`config.mk`:
```
export PLATFORM = sky130hd
export DESIGN_NAME = pipe_stage_reg
export DESIGN_NICKNAME = d
export VERILOG_FILES = /design/src/rtl/pipe_stage_reg.sv
export SDC_FILE = /design/constraint.sdc
export NUM_CORES = 1
export LEC_CHECK = 0
export BUFFER_PORTS_ARGS = -buffer_cell sky130_fd_sc_hd__buf_2
export CAP_MARGIN = 25
export CORE_MARGIN = 5
export CORE_UTILIZATION = 35
export DETAILED_ROUTE_END_ITERATION = 10
export PLACE_DENSITY = 0.68
export SETUP_SLACK_MARGIN = 0.05
export SLEW_MARGIN = 5
export SYNTH_ARGS = -nofsm -noshare
export SYNTH_HDL_FRONTEND = slang
export SYNTH_SLANG_ARGS = --single-unit
export TNS_END_PERCENT = 100
```
`constraint.sdc`:
```
create_clock -name clk -period 2.27 [get_ports clk]
set_input_delay 0.454 -clock clk [delete_from_list [all_inputs] [get_ports clk]]
set_output_delay 0.454 -clock clk [all_outputs]
set_load 0.01 [all_outputs]
```
`src/rtl/pipe_stage_reg.sv`:
```
// rtl/pipe_stage_reg.sv - valid/ready pipeline stage register, optional two-entry skid buffer
// Define PIPE_STAGE_SKID_EN for the skid variant with registered in_ready.
module pipe_stage_reg #(
  parameter int DATA_W = 32,
  parameter int CTRL_W = 6
) (
  input  logic              clk,
  input  logic              rst,
  input  logic              flush,
  input  logic              in_valid,
  output logic              in_ready,
  input  logic [DATA_W-1:0] in_data,
  input  logic [CTRL_W-1:0] in_ctrl,
  output logic              out_valid,
  input  logic              out_ready,
  output logic [DATA_W-1:0] out_data,
  output logic [CTRL_W-1:0] out_ctrl,
  output logic [15:0]       stall_cnt
);

  logic in_fire;
  logic out_fire;

  assign in_fire  = in_valid & in_ready;
  assign out_fire = out_valid & out_ready;

  // Saturating back-pressure counter; flush deliberately leaves it alone.
  always_ff @(posedge clk or posedge rst) begin
    if (rst) begin
      stall_cnt <= '0;
    end else if (out_valid && !out_ready && (stall_cnt != 16'hFFFF)) begin
      stall_cnt <= stall_cnt + 16'd1;
    end
  end

`ifdef PIPE_STAGE_SKID_EN
  typedef enum logic [1:0] {EMPTY = 2'd0, ONE = 2'd1, TWO = 2'd2} state_t;

  state_t            state;
  logic [DATA_W-1:0] skid_data;
  logic [CTRL_W-1:0] skid_ctrl;

  assign in_ready  = (state != TWO);
  assign out_valid = (state != EMPTY);

  always_ff @(posedge clk or posedge rst) begin
    if (rst) begin
      state     <= EMPTY;
      out_data  <= '0;
      out_ctrl  <= '0;
      skid_data <= '0;
      skid_ctrl <= '0;
    end else if (flush) begin
      state <= EMPTY;
    end else begin
      case (state)
        EMPTY: begin
          if (in_fire) begin
            state    <= ONE;
            out_data <= in_data;
            out_ctrl <= in_ctrl;
          end
        end
        ONE: begin
          if (in_fire && out_fire) begin
            out_data <= in_data;
            out_ctrl <= in_ctrl;
          end else if (in_fire) begin
            // Downstream stalled: park the new beat behind the held one.
            state     <= TWO;
            skid_data <= in_data;
            skid_ctrl <= in_ctrl;
          end else if (out_fire) begin
            state <= EMPTY;
          end
        end
        TWO: begin
          if (out_fire) begin
            state    <= ONE;
            out_data <= skid_data;
            out_ctrl <= skid_ctrl;
          end
        end
        default: state <= EMPTY;
      endcase
    end
  end
`else
  typedef enum logic {EMPTY = 1'b0, ONE = 1'b1} state_t;

  state_t state;

  // Without a skid slot the stage can only refill in the cycle it drains.
  assign in_ready  = !out_valid | out_ready;
  assign out_valid = (state == ONE);

  always_ff @(posedge clk or posedge rst) begin
    if (rst) begin
      state    <= EMPTY;
      out_data <= '0;
      out_ctrl <= '0;
    end else if (flush) begin
      state <= EMPTY;
    end else if (in_fire) begin
      state    <= ONE;
      out_data <= in_data;
      out_ctrl <= in_ctrl;
    end else if (out_fire) begin
      state <= EMPTY;
    end
  end
`endif

endmodule

```
== Word-level counts from Yosys, hierarchy flattened ==
Index checks and enable logic that the tools add are counted.
Cells by class
  $add $sub $neg: 1
  equality and inequality tests: 1
  multipliers: 0
  shift-type cells: 0
  magnitude comparators: 0
  mux-type cells: 3
  reductions and logical operators: 6
  bitwise gates (word level): 4
  divide/modulo/power cells: 0
Operators by type and width (count)
  $add A16 B1 Y16 const B: 1
  $ne A16 B16 Y1 const B: 1
  $mux W1: 3
  $reduce_bool A3 Y1: 1
  $and A1 B1 Y1: 2
  $logic_and A1 B1 Y1: 2
  $logic_not A1 Y1: 2
  $reduce_and A2 Y1: 1
  $not A1 Y1: 1
  $or A1 B1 Y1: 1
Storage, ports and cells
  bits in latches: 0
  register bits: 55
  output and inout bits: 56
  bits of input ports: 43
  bits in writable memories: 0
  logic and storage cells: 19
  bits in read-only memories: 0
  memories kept: 0

== Longest topological paths before layout ==
  word-level depth: 5
  depth in mapped cells: 5
  gate-level depth less buffers: 5

== Least setup slack after synthesis ==
No wires, ideal clock.
  kind: input-to-reg
  from: input port out_ready
  to: register out_data[7]
  library setup time: 125 ps
  stages: 5
  arrival: 1491 ps
  setup slack: 655 ps
  cells stage by stage: and2b_4 nor3b_2 buf_4 buf_4 mux2_2
On the way
  word-level cells in the longest chain between the ends: 3
RTL lines
  start, declared: RTL line 15  | input logic out_ready,
  $or A1 B1 Y1: RTL line 94  | assign in_ready = !out_valid | out_ready;
  $and A1 B1 Y1: RTL line 24  | assign in_fire = in_valid & in_ready;
  $reduce_and A2 Y1 (no line)
  end signal, assigned: RTL line 106  | out_data <= in_data;
  end, declared: RTL line 16  | output logic [DATA_W-1:0] out_data,
No other way between the ends.
A chain may end at the register's enable or synchronous reset.

== Worst setup path after layout ==
  from: register stall_cnt[1]
  to: register stall_cnt[12]
On the way
  word-level cells in the longest chain between the ends: 2
  elaborated cells on any way between the ends: 3
  classes of those cells: 1 x add/sub; 1 x eq/ne; 1 x reduce/logical
RTL lines
  start, declared: RTL line 18  | output logic [15:0] stall_cnt
  start signal, assigned: RTL line 32  | stall_cnt <= stall_cnt + 16'd1;
  branches (longest 2 deep; another with $add A16 B1 Y16)
Parallel ways; which one is timed is not known.

==> flow_summary.json <==
{
  "antenna_left": 0,
  "cp.required_ns": 2.45,
  "grt_busiest_layer": "met2",
  "clock-sinks": 55,
  "synth_area_um2": 2295,
  "start_util": 0.3614,
  "yosys.area.top_type_share": 0.5998,
  "min_path_type": "input port to asynchronous set/reset pin",
  "via_count": 1652,
  "cp_top_family": "simple AND/OR/NAND/NOR gates",
  "cts_buffer_depth": 2,
  "grt_pass1_vias": 1707,
  "cts_max_level": 2,
  "syn_avg_cell_area_um2": 14.25,
  "synth_top_cells_by_area": "dfrtp_1, mux2_1, mux2_2, xnor2_1, nand4_1",
  "drive_gt1_frac": 0.5076,
  "peakVddDrop_uv": 501.3,
  "post_cts_buffers": 0,
  "p_int_mw": 1.625,
  "holdBufCountCts": 0,
  "drtPass1Iterations": 3,
  "max_cap_violations": 0,
  "slew_violations": 0,
  "areaGrowthSynthToFinish_pct": 29.23,
  "fp-row-count": 29,
  "finalCritPeriodShare": 0.7466,
  "die_area_um2": 8276,
  "place_congestion": 0.7483,
  "netlist_instances": 161,
  "timing.final.ws_setup_ns": 0.5752,
  "crit_chain": "ha_1 -> nand3b_1 -> or4_1 -> nor2_1 -> mux2i_1",
  "crit_fanout": 6,
  "grt_use_met3": 0.03719,
  "rsz0062_at_grt": "no",
  "criticalPathCategory": "flip-flop to flip-flop",
  "finalCriticalPeriod_ns": 1.695,
  "switching_share": 0.2939,
  "io_pins": 99,
  "diodes": 0,
  "final_core_util": 0.4670,
  "drt_iter0_markers": 30,
  "hold_viol": 0,
  "wl_um": 4877,
  "async_reset_ff_frac": 1.000,
  "ys_warn_count": 0,
  "rr_worst_depth": 5,
  "synth_seq_cells": 55,
  "fp.dieH_um": 90.97,
  "maxSlewHeadroom": 0.6492,
  "r2r_start": "stall_cnt[1]",
  "path_clk_slew_ns": 0.09,
  "fmax_mhz": 590.0,
  "grt-ovfl-total": 0,
  "synth_cell_types": 35,
  "reg2reg_to": "stall_cnt[12]",
  "cts-root-buf": "clkbuf_8",
  "p_per_area_nw_per_um2": 776.0,
  "numCtsBuffers": 5,
  "post_cts_resized": 0,
  "cp_num_buf_inv": 0,
  "cp_slowest_stage_delay_ns": 0.47,
  "fin_skew_ns": 0.008444,
  "ys.flop_type": "dfrtp_1",
  "reg2reg_setup_slack_ns": 0.58,
  "wire_per_inst_um": 14.39,
  "holdWs_ns": 0.1872,
  "yosysMostFrequentCell": "dfrtp_1",
  "dp_slack_ns": 0.5333,
  "endpoint_kind": "flip-flop",
  "setup_viol": 0,
  "met2_usage": 0.1923,
  "yosys-top-cells-count": "dfrtp_1, mux2_1, mux2_2",
  "fill_cells": 605,
  "core_region_area_um2": 6350,
  "synth_edf_count": 0,
  "power_frac_comb": 0.240,
  "power_switching_mw": 0.6763,
  "clockPowerShare": 0.213,
  "ys_seq_area_frac": 0.5998,
  "clk_latency_ns": 0.30,
  "cts_tree": "done",
  "seqPwrFrac": 0.547,
  "io_buffers": 98,
  "nets": 307,
  "antenna_found_initial": 0,
  "drc": 0,
  "final.setup.tns_ns": 0,
  "tightest_slew_ns": 0.5255,
  "regArea_um2": 1376,
  "multi_input_area_um2": 874.6,
  "arrival_ns": 1.88,
  "p_leak_nw": 1.428,
  "grt_pass1_wl_um": 8017,
  "outcome": "finished clean",
  "cp.depth": 5,
  "slowest_stage": "or4_1",
  "synth_top_area_cell": "dfrtp_1",
  "grt_max_degree": 39,
  "hpwlAfterDp_um": 3698,
  "grt_usage": 0.1182,
  "avgViaCountPerCell": 4.873,
  "cp-start-kind": "flip-flop",
  "die-width_um": 90.97,
  "grt_util_met1": 0.1486,
  "synth_fp_nets": 205
}
## worst reg2reg max path: stages, from the launching register on
cell	delay (ns)
dfrtp_1	0.44
ha_1	0.31
nand3b_1	0.18
or4_1	0.47
nor2_1	0.11
mux2i_1	0.08
## layer usage
layer | share of wire | wire (um)
met5 | 0 | 0
met4 | 0.0076 | 37
met3 | 0.075 | 364
met2 | 0.49 | 2392
met1 | 0.43 | 2084
## power groups by stage
| stage | combinational [mW] | clock [mW] | sequential [mW] |
|---|---|---|---|
| 2_1_floorplan | 0.224 | 0 | 1.35 |
| 3_3_place_gp | 0.553 | 0 | 1.27 |
| 3_5_place_dp | 0.566 | 0 | 1.28 |
| 4_1_cts | 0.568 | 0.525 | 1.26 |
| 5_1_grt | 0.611 | 0.561 | 1.29 |
| 6_report | 0.551 | 0.490 | 1.26 |
## how the worst max path moves through the flow
stage | from | endpoint | slack [ns]
2_1_floorplan | rst | out_ctrl[0] | 0.47
3_3_place_gp | out_ready | out_data[7] | 0.57
3_5_place_dp | out_ready | out_ctrl[1] | 0.53
4_1_cts | stall_cnt[0] | stall_cnt[14] | 0.54
5_1_grt | stall_cnt[0] | stall_cnt[10] | 0.43
6_report | stall_cnt[1] | stall_cnt[12] | 0.58
## per-stage QoR
stage	power [mW]	area, um^2	instances
floorplan	1.571	2295	161
global placement	1.824	2893	333
detailed placement	1.848	2893	333
CTS	2.355	2965	339
global route	2.462	2965	339
finish	2.301	2965	339
## cells in the final DEF, fill, tap and decap left out, drive strengths merged, types with 2 or more instances in the layout
cell / count
or4: 2
nor3: 2
a21oi: 3
xnor2: 9
xor2: 3
mux2: 39
clkbuf: 6
and4: 3
dfrtp: 55
nand2: 5
inv: 4
nand3: 5
buf: 100
nor2: 6
nand4: 6
## registers in the layout, summed over array words and instances (netlist names)
| signal | flops |
|---|---|
| stall_cnt | 16 |
| out_data | 32 |
| out_valid | 1 |
| out_ctrl | 6 |
## logic make-up (layout without fill, tap and decap cells)
kind of cell | Yosys count | after routing | share of synthesized area
mux | 40 | 40 | 0.1974
buf+inv | 9 | 110 | 0.02181
compound gates | 8 | 8 | 0.02890
simple gates | 36 | 36 | 0.1009
fa+ha+maj | 1 | 1 | 0.005452
xor+xnor | 12 | 12 | 0.04581
flops | 55 | 55 | 0.5998
## final cells by class
class                           instances  share of cell area
Multi-Input combinational cell         97              0.2949
Tap cell                               77             0.03249
Timing Repair Buffer                  100              0.1789
Inverter                                4            0.005063
Clock buffer                            6             0.02447
Sequential cell                        55              0.4641
Note: power is estimated with default switching activity, not from simulation.
